[src/rtl/gpr_wb_arbiter_pkg.sv]
// Shared write-back types, default sizes and functional-unit indices for the GPR write-back path.
package gpr_wb_arbiter_pkg;

    localparam int unsigned NUM_FU_DEF  = 4;
    localparam int unsigned GPR_ASZ_DEF = 5;
    localparam int unsigned RSZ_DEF     = 32;
    localparam int unsigned MAX_GPR_DEF = 32;
    localparam int unsigned SRC_W_DEF   = $clog2(NUM_FU_DEF);

    localparam int unsigned FU_ALU = 0;
    localparam int unsigned FU_MDU = 1;
    localparam int unsigned FU_LSU = 2;
    localparam int unsigned FU_CSR = 3;

    typedef struct packed {
        logic [GPR_ASZ_DEF-1:0] rd;
        logic [RSZ_DEF-1:0]     data;
    } wb_req_t;

    typedef struct packed {
        logic                   valid;
        logic [GPR_ASZ_DEF-1:0] rd;
        logic [RSZ_DEF-1:0]     data;
        logic [SRC_W_DEF-1:0]   src;
    } wb_stage_t;

    // Wraps a search position that has run at most one lap past n back into 0..n-1.
    function automatic int unsigned ptr_wrap(input int unsigned v, input int unsigned n);
        return (v >= n) ? v - n : v;
    endfunction

endpackage

[src/rtl/gpr_wb_arbiter_rr.sv]
// Combinational round-robin pick: first set request at or after ptr, wrapping N-1 -> 0.
module rr_arbiter
    import gpr_wb_arbiter_pkg::*;
#(
    parameter int unsigned N = 4
) (
    input  logic [N-1:0]         req,
    input  logic [$clog2(N)-1:0] ptr,
    output logic [N-1:0]         grant_c,
    output logic [$clog2(N)-1:0] idx_c,
    output logic                 any_c
);

    localparam int unsigned IW = $clog2(N);

    logic [IW-1:0] pos;

    always_comb begin
        grant_c = '0;
        idx_c   = '0;
        any_c   = 1'b0;
        pos     = '0;
        for (int unsigned off = 0; off < N; off++) begin
            pos = IW'(ptr_wrap(32'(ptr) + off, N));
            if (!any_c && req[pos]) begin
                any_c        = 1'b1;
                idx_c        = pos;
                grant_c[pos] = 1'b1;
            end
        end
    end

endmodule

[src/rtl/gpr_wb_arbiter.sv]
// Round-robin write-back arbiter from NUM_FU functional units into the single GPR write port.
// Optional operand-forwarding outputs are built when WB_FWD_EN is defined.
module gpr_wb_arbiter
    import gpr_wb_arbiter_pkg::*;
#(
    parameter int unsigned NUM_FU  = NUM_FU_DEF,
    parameter int unsigned GPR_ASZ = GPR_ASZ_DEF,
    parameter int unsigned RSZ     = RSZ_DEF,
    parameter int unsigned MAX_GPR = MAX_GPR_DEF
) (
    input  logic                        clk_in,
    input  logic                        reset_in,
    input  logic [NUM_FU-1:0]           fu_valid_in,
    output logic [NUM_FU-1:0]           fu_rdy_out,
    input  logic [NUM_FU*GPR_ASZ-1:0]   fu_rd_in,
    input  logic [NUM_FU*RSZ-1:0]       fu_data_in,
    input  logic                        wb_rdy_in,
    output logic [MAX_GPR-1:0]          gpr_wr_out,
    output logic [MAX_GPR*RSZ-1:0]      gpr_wr_data_out,
`ifdef WB_FWD_EN
    output logic                        fwd_valid_out,
    output logic [GPR_ASZ-1:0]          fwd_rd_out,
    output logic [RSZ-1:0]              fwd_data_out,
`endif
    output logic                        wb_valid_out,
    output logic [GPR_ASZ-1:0]          wb_rd_out,
    output logic [$clog2(NUM_FU)-1:0]   wb_src_out
);

    localparam int unsigned SRC_W = $clog2(NUM_FU);

    logic [SRC_W-1:0]  rr_ptr;
    logic [RSZ-1:0]    wb_data;
    logic [NUM_FU-1:0] win_grant_c;
    logic [SRC_W-1:0]  win_idx_c;
    logic              win_any_c;
    logic              can_load_c;
    logic              xfer_c;
    logic              drain_c;
    logic [GPR_ASZ-1:0] sel_rd_c;
    logic [RSZ-1:0]     sel_data_c;

    rr_arbiter #(.N(NUM_FU)) u_rr (
        .req     (fu_valid_in),
        .ptr     (rr_ptr),
        .grant_c (win_grant_c),
        .idx_c   (win_idx_c),
        .any_c   (win_any_c)
    );

    // Reset gating keeps the FU side quiet while the stage is held in reset.
    assign drain_c    = wb_valid_out & wb_rdy_in;
    assign can_load_c = ~wb_valid_out | wb_rdy_in;
    assign xfer_c     = win_any_c & can_load_c & reset_in;
    assign fu_rdy_out = xfer_c ? win_grant_c : '0;

    always_comb begin
        sel_rd_c   = '0;
        sel_data_c = '0;
        for (int unsigned i = 0; i < NUM_FU; i++) begin
            if (win_idx_c == SRC_W'(i)) begin
                sel_rd_c   = fu_rd_in[i*GPR_ASZ +: GPR_ASZ];
                sel_data_c = fu_data_in[i*RSZ +: RSZ];
            end
        end
    end

    // Output stage: a new winner may replace an entry that drains in the same cycle.
    always_ff @(posedge clk_in or negedge reset_in) begin
        if (!reset_in) begin
            wb_valid_out <= 1'b0;
            wb_rd_out    <= '0;
            wb_data      <= '0;
            wb_src_out   <= '0;
            rr_ptr       <= '0;
        end else if (xfer_c) begin
            wb_valid_out <= 1'b1;
            wb_rd_out    <= sel_rd_c;
            wb_data      <= sel_data_c;
            wb_src_out   <= win_idx_c;
            rr_ptr       <= (win_idx_c == SRC_W'(NUM_FU - 1)) ? '0 : win_idx_c + SRC_W'(1);
        end else if (drain_c) begin
            wb_valid_out <= 1'b0;
        end
    end

    // x0 is never written; the result is still drained.
    assign gpr_wr_out[0] = 1'b0;
    for (genvar g = 1; g < MAX_GPR; g++) begin : g_wr
        assign gpr_wr_out[g] = drain_c & (wb_rd_out == GPR_ASZ'(g));
    end

    assign gpr_wr_data_out = {MAX_GPR{wb_data}};

`ifdef WB_FWD_EN
    assign fwd_valid_out = wb_valid_out & (wb_rd_out != '0);
    assign fwd_rd_out    = wb_rd_out;
    assign fwd_data_out  = wb_data;
`endif

endmodule
[config.mk]
export PLATFORM = sky130hd
export DESIGN_NAME = gpr_wb_arbiter
export DESIGN_NICKNAME = d
export VERILOG_FILES = /design/src/rtl/gpr_wb_arbiter_pkg.sv /design/src/rtl/gpr_wb_arbiter_rr.sv /design/src/rtl/gpr_wb_arbiter.sv
export SDC_FILE = /design/constraint.sdc
export NUM_CORES = 1
export LEC_CHECK = 0
export ABC_AREA = 1
export BUFFER_PORTS_ARGS = -buffer_cell sky130_fd_sc_hd__buf_2
export CORE_AREA = 2 2 474 476
export DETAILED_ROUTE_END_ITERATION = 8
export DIE_AREA = 0 0 476 478
export PLACE_DENSITY = 0.3
export SLEW_MARGIN = 5
export SYNTH_ARGS = -nofsm -noshare
export SYNTH_HDL_FRONTEND = slang
export SYNTH_SLANG_ARGS = --single-unit
[constraint.sdc]
create_clock -name clk_in -period 7.7 [get_ports clk_in]
set_input_delay 1.54 -clock clk_in [delete_from_list [all_inputs] [get_ports clk_in]]
set_output_delay 1.54 -clock clk_in [all_outputs]
set_load 0.05 [all_outputs]
==> results by group, run 1 <==
Outcome
  – Status: finished, final reports clean

Timing
  – Final Hold Vio Count: 0
  – Clock Skews: 0.0124 ns
  – RSZ-0062 raised after global routing: false
  – Fin crit share: 0.644
  – Worst slew pin tran: 1.27 ns
  – Slew margin rel.: 0.151
  – Fmax: slightly above 200 MHz
  – Fin crit period: just under 5 ns
  – Slew Viols, Final: 0
  – Final hold slack: 0.493 ns
  – Setup_tns: 0 ns
  – Final count of negative-setup-slack endpoints: 0

Die
  – Die Ht: 478 um
  – Starting Density: 0.0490
  – Die ar.: 228000 sq um
  – Core area: 223000 sq um
  – Die X: 476 um
  – Number of cell rows: 174
  – Top-Level Pins: between 1000 and 1500

GRT
  – Vias in the first global route: 6841
  – GRT Residual Overflow: 0
  – Largest net degree at the start of global routing: 75
  – Global-route wire length before repair: between 60 and 70 mm
  – Initial antenna violation count: 23
  – GR Util All Layers: 0.0425

Place
  – Routability cong.: roughly 0.7
  – DP HPWL: ~45 mm
  – Area after DPL: about 13000 sq um
  – Port-buffer cells: 1221

Yosys
  – Mean Syn Cell Area: 7.22 sq um
  – Synthesized Nets: 1680
  – Share of the synthesized area in the top cell type: 0.682
  – Post-synth top area cell: buf_4
  – Most common cell in the netlist: buf_4
  – Synth top cells by count: buf_4, nand2_1, o21ai_0
  – FFs w/ async S/R, synth: 1.00
  – Cell variety after synth: 28
  – Main synth FF type: dfrtp_1
  – Cell area after synthesis: about 11000 sq um
  – EDFF count, synth: 0
  – Ys Warns: 0
  – Register area share after synthesis: 0.0962
  – Syn Inst Count: about 1500
  – Top area cells in the synthesized netlist: buf_4, dfrtp_1, nand2_1
  – Flops & latches, synth: 42

CTS
  – CTS tree: done
  – Post_cts resized: 0
  – H-tree depth: 2
  – Post-CTS setup buffers: 0
  – Clk Latency, worst-skew pair: 0.33 ns
  – Reg clk slew, reported paths: 0.07 ns
  – Cts hold-fix bufs: 0
  – Clk sinks: 42
  – CTS root buf: clkbuf_16
  – CTS buffer count: 5
  – Worst-case clock buffer depth: 2

Route
  – First-pass DRT Iterations: 5
  – Post-route ant nets: 0
  – Wire per inst: 11.5 um
  – Avg Vias per Cell: around 2.0
  – Residual DRC: 0
  – Post-Route WL: around 54 mm
  – Initial DRC count: 400
  – Vias: slightly above 9000

Critical path
  – WP data required: 6.16 ns
  – Reg2Reg Depth: 19
  – CP Class: input pin to output pin
  – Startpoint types: input pin
  – Critical Path Fanout Max: 44
  – Worst path arrival time: 3.42 ns
  – Setup crit end kind: output pin

Final layout
  – Post-layout nets: 1887
  – Share of cells above drive strength 1: 0.736
  – Layout overhead on the synthesized area: 22.9%
  – Final instance area: 13400 sq um

Job
  – Max_cap viols: 0

Min path
  – Hold path depth: 2
  – Hold WC Path Type: register to register
-- logic make-up after synthesis --
family	after synthesis	share of synthesized area
buf+inv	1058	0.709
other cells	1	0.000343
flops	42	0.0962
compound gates	152	0.0863
simple gates	248	0.0940
fa+ha+maj	12	0.0137
-- layout by cell type, fill, tap and decap left out, drive strengths merged --
cell / instances
clkinv: 1
nand4: 3
nand3: 22
nor3: 1
a22oi: 41
diode: 11
conb: 1
ha: 12
nor2: 44
nand2: 178
inv: 31
clkbuf: 6
a21boi: 32
o21ai: 77
a21oi: 2
clkinvlp: 1
dfrtp: 42
buf: 1227
-- state kept, by name, summed over array words and instances (netlist names) --
signal / flops
wb_valid_out: 1
rr_ptr: 2
wb_data: 32
wb_rd_out: 5
wb_src_out: 2
-- cell type report --
class | count | area [sq um]
Antenna cell | 11 | 27.5
Clock buffer | 6 | 139
Clock inverter | 2 | 12.5
Fill cell | 26500 | 210000
Inverter | 31 | 121
Multi-Input combinational cell | 413 | 2150
Sequential cell | 42 | 1070
Tap cell | 2992 | 3740
Timing Repair Buffer | 1227 | 6160
-- worst paths after layout --
check,slack (ns),to,from
worst max-delay path,2.74,fu_rdy_out[1],reset_in
worst min-delay path,0.49,wb_src_out[1]$_DFFE_PN0P_,wb_src_out[1]$_DFFE_PN0P_
worst max register to register,3.04,wb_rd_out[1]$_DFFE_PN0P_,rr_ptr[0]$_DFFE_PN0P_
worst min register to register,0.49,wb_src_out[1]$_DFFE_PN0P_,wb_src_out[1]$_DFFE_PN0P_
max in group asynchronous,5.80,wb_data[12]$_DFFE_PN0P_,reset_in
min in group asynchronous,1.31,wb_src_out[1]$_DFFE_PN0P_,reset_in
-- worst max-delay path, stage by stage --
cell and delay (ns):
buf_4 0.56, nand2_2 0.16, nor2_4 0.60, nand2_1 0.13, inv_1 0.08, buf_2 0.26
-- metal layers --
metal	part of all wire	global-route usage
met5	0	0
met3	0.063	0.00227
met2	0.51	0.0781
met1	0.41	0.0526
met4	0.016	0.0129
-- stage by stage --
| stage | setup slack [ns] | cells | utilization |
|---|---|---|---|
| 3_5_place_dp | 2.30 | 4705 | 0.0594 |
| 3_3_place_gp | 2.46 | 4705 | 0.0594 |
| 4_1_cts | 2.50 | 4713 | 0.0600 |
| 2_1_floorplan | 3.28 | 1513 | - |
| 5_1_grt | 2.38 | 4719 | 0.0601 |
| 6_report | 2.74 | 4724 | 0.0602 |
Power of run 1 is not shown: default switching activity piles up to over one toggle a cycle in this logic, so the estimate is an artifact.
==> run 2, diff against run 1 <==
--- a/config.mk
+++ b/config.mk
@@ -5,11 +5,11 @@
 export SDC_FILE = /design/constraint.sdc
 export NUM_CORES = 1
 export LEC_CHECK = 0
-export ABC_AREA = 1
+export ABC_AREA = 0
 export BUFFER_PORTS_ARGS = -buffer_cell sky130_fd_sc_hd__buf_2
-export CORE_AREA = 2 2 474 476
+export CORE_AREA = 2 2 480 482
 export DETAILED_ROUTE_END_ITERATION = 8
-export DIE_AREA = 0 0 476 478
+export DIE_AREA = 0 0 482 484
 export PLACE_DENSITY = 0.3
 export SLEW_MARGIN = 5
 export SYNTH_ARGS = -nofsm -noshare
==> constraint.sdc (replaced) <==
create_clock -name clk_in -period 5.14 [get_ports clk_in]
set_input_delay 1.028 -clock clk_in [delete_from_list [all_inputs] [get_ports clk_in]]
set_output_delay 1.028 -clock clk_in [all_outputs]
set_load 0.05 [all_outputs]
==> results by group, run 2 <==
Outcome
  – Status: finished, final reports clean

Route
  – Initial DRC count: between 400 and 500
  – Post-route ant nets: 0
  – Vias: 8922
  – Wire per inst: roughly 11 um
  – Avg Vias per Cell: 1.92
  – Residual DRC: 0
  – Post-Route WL: approximately 51 mm
  – First-pass DRT Iterations: 5

CTS
  – CTS tree: done
  – Worst-case clock buffer depth: 2
  – Cts hold-fix bufs: 0
  – CTS root buf: clkbuf_16
  – Clk Latency, worst-skew pair: between 0.3 and 0.4 ns
  – Post-CTS setup buffers: 0
  – H-tree depth: 2
  – CTS buffer count: 5
  – Post_cts resized: 0
  – Clk sinks: 42
  – Reg clk slew, reported paths: 0.10 ns

Critical path
  – Startpoint types: register
  – Critical Path Fanout Max: 18
  – Setup crit end kind: register
  – WP data required: 5.37 ns
  – CP Class: register to register
  – Worst path arrival time: 4.54 ns

Die
  – Die Ht: 484 um
  – Die ar.: 233000 sq um
  – Core area: approximately 230000 sq um
  – Number of cell rows: 176
  – Top-Level Pins: roughly 1200
  – Starting Density: 0.0479
  – Die X: ~480 um

Yosys
  – Share of the synthesized area in the top cell type: 0.681
  – Synth top cells by count: buf_4, nand2_1, nor2b_1
  – Cell variety after synth: 40
  – Area fraction in compound gates after synthesis: 0.0739
  – Synth Area in Adders: 0.0137
  – Post-synthesis xor/xnor area fraction: 0
  – FFs w/ async S/R, synth: 1.00
  – Largest family of logic cells by synthesized area: buffers and inverters
  – Synthesized Nets: 1551
  – Cell area after synthesis: 10900 sq um
  – Most common cell in the netlist: buf_4
  – Register area share after synthesis: 0.0961
  – Main synth FF type: dfrtp_1
  – Ys Warns: 0
  – Flops & latches, synth: 42
  – Syn Inst Count: approximately 1400
  – Post-synth top area cell: buf_4
  – EDFF count, synth: 0
  – Top area cells in the synthesized netlist: buf_4, dfrtp_1, mux2_2
  – Synth Area in Simple Gates: 0.0688
  – Mean Syn Cell Area: 7.90 sq um
  – Proportion of synthesized area in mux cells: 0.0509

Final layout
  – Post-layout nets: 1769
  – Commonest non-fill, non-tap cell in the layout: buf_2
  – Share of cells above drive strength 1: 0.815
  – Top flop regs: wb_data: 32 flops, wb_rd_out: 5 flops
  – Layout overhead on the synthesized area: 25.0%
  – Post-layout util: 0.0598
  – Commonest cells after routing, fill and taps aside: buf_2, nand2_1, nor2b_1, o31ai_1, a221oi_1
  – Largest register FFs: 32
  – Top reg by flops: wb_data

Place
  – DP HPWL: 42.3 mm
  – Port-buffer cells: 1221
  – Routability cong.: 0.678

Min path
  – Hold WC Path Type: register to register

Timing
  – Fin crit share: 0.839
  – Final count of negative-setup-slack endpoints: 0
  – Final Hold Vio Count: 0
  – Fin crit period: 4.31 ns
  – Setup_tns: 0 ns
  – Slew Viols, Final: 0
  – RSZ-0062 raised after global routing: false
  – Fmax: about 230 MHz
  – Worst slew pin tran: 1.24 ns
  – Slew margin rel.: 0.172
  – Clock Skews: 0.0340 ns

GRT
  – Initial antenna violation count: 18
  – GR Util All Layers: 0.0387
  – GRT Residual Overflow: 0
  – Vias in the first global route: roughly 6600
  – Largest net degree at the start of global routing: 75
  – Global-route wire length before repair: 61.2 mm

Job
  – Max_cap viols: 0
-- run 2: final timing paths --
check,from,endpoint,slack [ns],cells after the start
worst max-delay path,rr_ptr[1]$_DFFE_PN0P_,wb_data[5]$_DFFE_PN0P_,0.83,12
worst min-delay path,wb_src_out[1]$_DFFE_PN0P_,wb_src_out[1]$_DFFE_PN0P_,0.59,2
worst max register to register,rr_ptr[1]$_DFFE_PN0P_,wb_data[5]$_DFFE_PN0P_,0.83,12
worst min register to register,wb_src_out[1]$_DFFE_PN0P_,wb_src_out[1]$_DFFE_PN0P_,0.59,2
max in group asynchronous,reset_in,wb_data[13]$_DFFE_PN0P_,3.53,2
min in group asynchronous,reset_in,wb_valid_out$_DFFE_PN0P_,0.91,2
-- run 2: final cells by class --
type | count | area (sq um)
clock buffers | 5 | 125
clock inverters | 3 | 68.8
multi-input cells | 311 | 2310
diodes | 23 | 57.6
well taps | 3026 | 3790
inverters | 2 | 7.51
flip-flops and latches | 42 | 1060
fillers | 27200 | 215000
repair buffers | 1240 | 6260
-- run 2: critical path, stage by stage (launching register included) --
cell	delay, ns
dfrtp_1	0.59
inv_1	0.23
ha_1	0.44
mux4_2	0.48
nor2_1	0.38
a221oi_1	0.23
or2_2	0.34
ha_1	0.25
nor2b_4	0.15
buf_4	0.20
a221oi_1	0.50
o31ai_1	0.13
mux2_4	0.27
-- run 2: metrics by stage --
step                      instance area, sq um  hold slack (ns)  setup WS [ns]  cells
after floorplan                          10900            0.732          0.993   1384
after global placement                   13400            0.569          0.729   4621
after detailed placement                 13400            0.574          0.722   4621
after CTS                                13600            0.606          0.709   4629
after global routing                     13600            0.623          0.488   4632
final                                    13700            0.587          0.829   4652
-- run 2: logic make-up (layout without fill, tap and decap cells) --
logic type,count (synthesis),in the layout
buffers and inverters,1031,1250
AND/OR/NAND/NOR,154,154
AO/OA/AOI/OAI,101,101
multiplexers,43,43
flip-flops,42,42
adder cells (fa/ha/maj),12,12
other,1,24
-- run 2: layer usage --
layer / up-vias / wire length (um) / GRT usage
met5: - / 0 / 0
met4: 0 / 1070 / 0.0131
met3: 23 / 3720 / 0.00194
met2: 805 / 25600 / 0.0707
met1: 4191 / 20800 / 0.0477
li1: 3903 / - / -
Power of run 2 is left out for the same reason.
==> run 3, diff against run 2 <==
--- a/config.mk
+++ b/config.mk
@@ -5,11 +5,11 @@
 export SDC_FILE = /design/constraint.sdc
 export NUM_CORES = 1
 export LEC_CHECK = 0
-export ABC_AREA = 0
+export ABC_AREA = 1
 export BUFFER_PORTS_ARGS = -buffer_cell sky130_fd_sc_hd__buf_2
-export CORE_AREA = 2 2 480 482
+export CORE_AREA = 2 2 479 481
 export DETAILED_ROUTE_END_ITERATION = 8
-export DIE_AREA = 0 0 482 484
+export DIE_AREA = 0 0 481 483
 export PLACE_DENSITY = 0.3
 export SLEW_MARGIN = 5
 export SYNTH_ARGS = -nofsm -noshare
==> constraint.sdc (replaced) <==
create_clock -name clk_in -period 3.57 [get_ports clk_in]
set_input_delay 0.714 -clock clk_in [delete_from_list [all_inputs] [get_ports clk_in]]
set_output_delay 0.714 -clock clk_in [all_outputs]
set_load 0.05 [all_outputs]
==> results by group, run 3 (synthesis results as in run 1) <==
GRT
  – Vias in the first global route: 7376
  – GR Util All Layers: 0.0439
  – GRT Residual Overflow: 0
  – Initial antenna violation count: 17
  – Largest net degree at the start of global routing: 44
  – Global-route wire length before repair: 68.7 mm

Timing
  – Fin crit share: 0.907
  – RSZ-0062 raised after global routing: false
  – Slew Viols, Final: 0
  – Final count of negative-setup-slack endpoints: 0
  – Slew margin rel.: 0.254
  – Worst slew pin tran: 1.12 ns
  – Setup_tns: 0 ns
  – Final Hold Vio Count: 0
  – Fmax: between 300 and 400 MHz
  – Fin crit period: around 3.2 ns
  – Clock Skews: 0.00893 ns

Place
  – Port-buffer cells: 1221
  – DP HPWL: 47.8 mm
  – Routability cong.: 0.703

Route
  – Post-route ant nets: 0
  – Avg Vias per Cell: approximately 2.0
  – Post-Route WL: 56.3 mm
  – First-pass DRT Iterations: 5
  – Wire per inst: 11.8 um
  – Initial DRC count: around 480
  – Vias: 9336
  – Residual DRC: 0

CTS
  – Reg clk slew, reported paths: 0.08 ns
  – Post-CTS setup buffers: 0
  – CTS buffer count: 5
  – CTS root buf: clkbuf_16
  – Clk Latency, worst-skew pair: 0.33 ns
  – Clk sinks: 42
  – CTS tree: done
  – H-tree depth: 2
  – Worst-case clock buffer depth: 2

Final layout
  – Largest register FFs: 32
  – Commonest cells after routing, fill and taps aside: buf_2, nand2_1, o21ai_0, nor2_1, a22oi_1
  – Commonest non-fill, non-tap cell in the layout: buf_2
  – Post-layout nets: 1920
  – Share of cells above drive strength 1: 0.742
  – Top flop regs: wb_data: 32 flops, wb_rd_out: 5 flops
  – Top reg by flops: wb_data
  – Layout overhead on the synthesized area: 26.1%

Die
  – Top-Level Pins: 1223
  – Die X: 481 um
  – Die Ht: 483 um
  – Starting Density: 0.0482
  – Core area: 227000 sq um
  – Die ar.: 232000 sq um
  – Number of cell rows: 175

Critical path
  – WP data required: 3.82 ns
  – Setup crit end kind: register
  – Crit-path cells: inv_6, ha_1, inv_2, nand3_1, nand2_2, nand2_1, nor2_4, nand3_1, nand2_1, buf_4, inv_1, ha_2, nor2_4, buf_4, a22oi_1, o21ai_0, a21boi_0, o21ai_1
  – CP max-delay cell: dfrtp_1
  – Critical Path Fanout Max: 16
  – Slowest stage delay, CP: 0.42 ns
  – CP Class: register to register
  – Worst Setup SP: rr_ptr[0]$_DFFE_PN0P_
  – Worst r2r src: rr_ptr[0]$_DFFE_PN0P_
  – Startpoint types: register
  – Worst path arrival time: 3.49 ns

Job
  – Max_cap viols: 0

Min path
  – Beginning of the worst hold path: wb_src_out[0]$_DFFE_PN0P_
  – Hold WC Path Type: register to register

Outcome
  – Status: finished, final reports clean
[run 3: cell count changes in the layout (fill, tap and decap cells not counted), moves of 31 or more]
| cell | change |
|---|---|
| nand2_1 | +117 |
| o21ai_0 | +46 |
| nor2b_1 | -42 |
| a22oi_1 | +41 |
| o31ai_1 | -38 |
| a221oi_1 | -37 |
| a21boi_0 | +31 |
[run 3: path summary, 6_finish.rpt]
check,endpoint,slack [ns],depth (start not counted)
worst max-delay path,wb_data[23]$_DFFE_PN0P_,0.33,18
worst min-delay path,wb_src_out[0]$_DFFE_PN0P_,0.51,2
worst max register to register,wb_data[23]$_DFFE_PN0P_,0.33,18
worst min register to register,wb_src_out[0]$_DFFE_PN0P_,0.51,2
max in group asynchronous,wb_data[23]$_DFFE_PN0P_,2.72,2
min in group asynchronous,wb_data[31]$_DFFE_PN0P_,0.52,2
[run 3: layout make-up]
| class | instances | area (sq um) |
|---|---|---|
| fill | 27000 | 213000 |
| multi-input combinational | 413 | 2160 |
| sequential | 42 | 1070 |
| inverter | 31 | 121 |
| clock buffer | 6 | 129 |
| antenna | 14 | 35.0 |
| timing repair buffer | 1260 | 6460 |
| tap | 3009 | 3760 |
| clock inverter | 2 | 37.5 |
[run 3: worst max-delay path, delay by kind of cell, from the launching register on]
kind | cells | cell delay, ns
compound gates | 4 | 0.64
buf+inv | 5 | 0.66
fa+ha+maj | 2 | 0.57
simple gates | 7 | 0.84
flops | 1 | 0.42
[run 3: through the flow]
step / hold WS [ns] / instances / cell area [sq um] / util / setup slack, ns
finish: 0.507 / 4777 / 13800 / 0.0607 / 0.331
floorplan: 0.418 / 1513 / 10900 / - / 0.595
global placement: 0.486 / 4755 / 13600 / 0.0598 / 0.104
CTS: 0.531 / 4763 / 13700 / 0.0605 / 0.0608
global route: 0.548 / 4764 / 13700 / 0.0606 / 0.0118
detailed placement: 0.498 / 4755 / 13600 / 0.0598 / 0.0687
[run 3: what timing repair did]
item	CTS	global route
endpoints found under the hold margin	0	0
setup endpoints to repair	0	7
hold buffers	0	0
gates resized for setup	0	8
[run 3: routing by layer]
layer	vias up	global-route usage	wire, um	share of wire
met3	34	0.00444	3700	0.066
met2	788	0.0836	29500	0.52
li1	4214	-	-	-
met1	4300	0.0506	22200	0.39
met4	0	0.0132	983	0.017
met5	-	0	0	0
Power of run 3 is left out for the same reason.
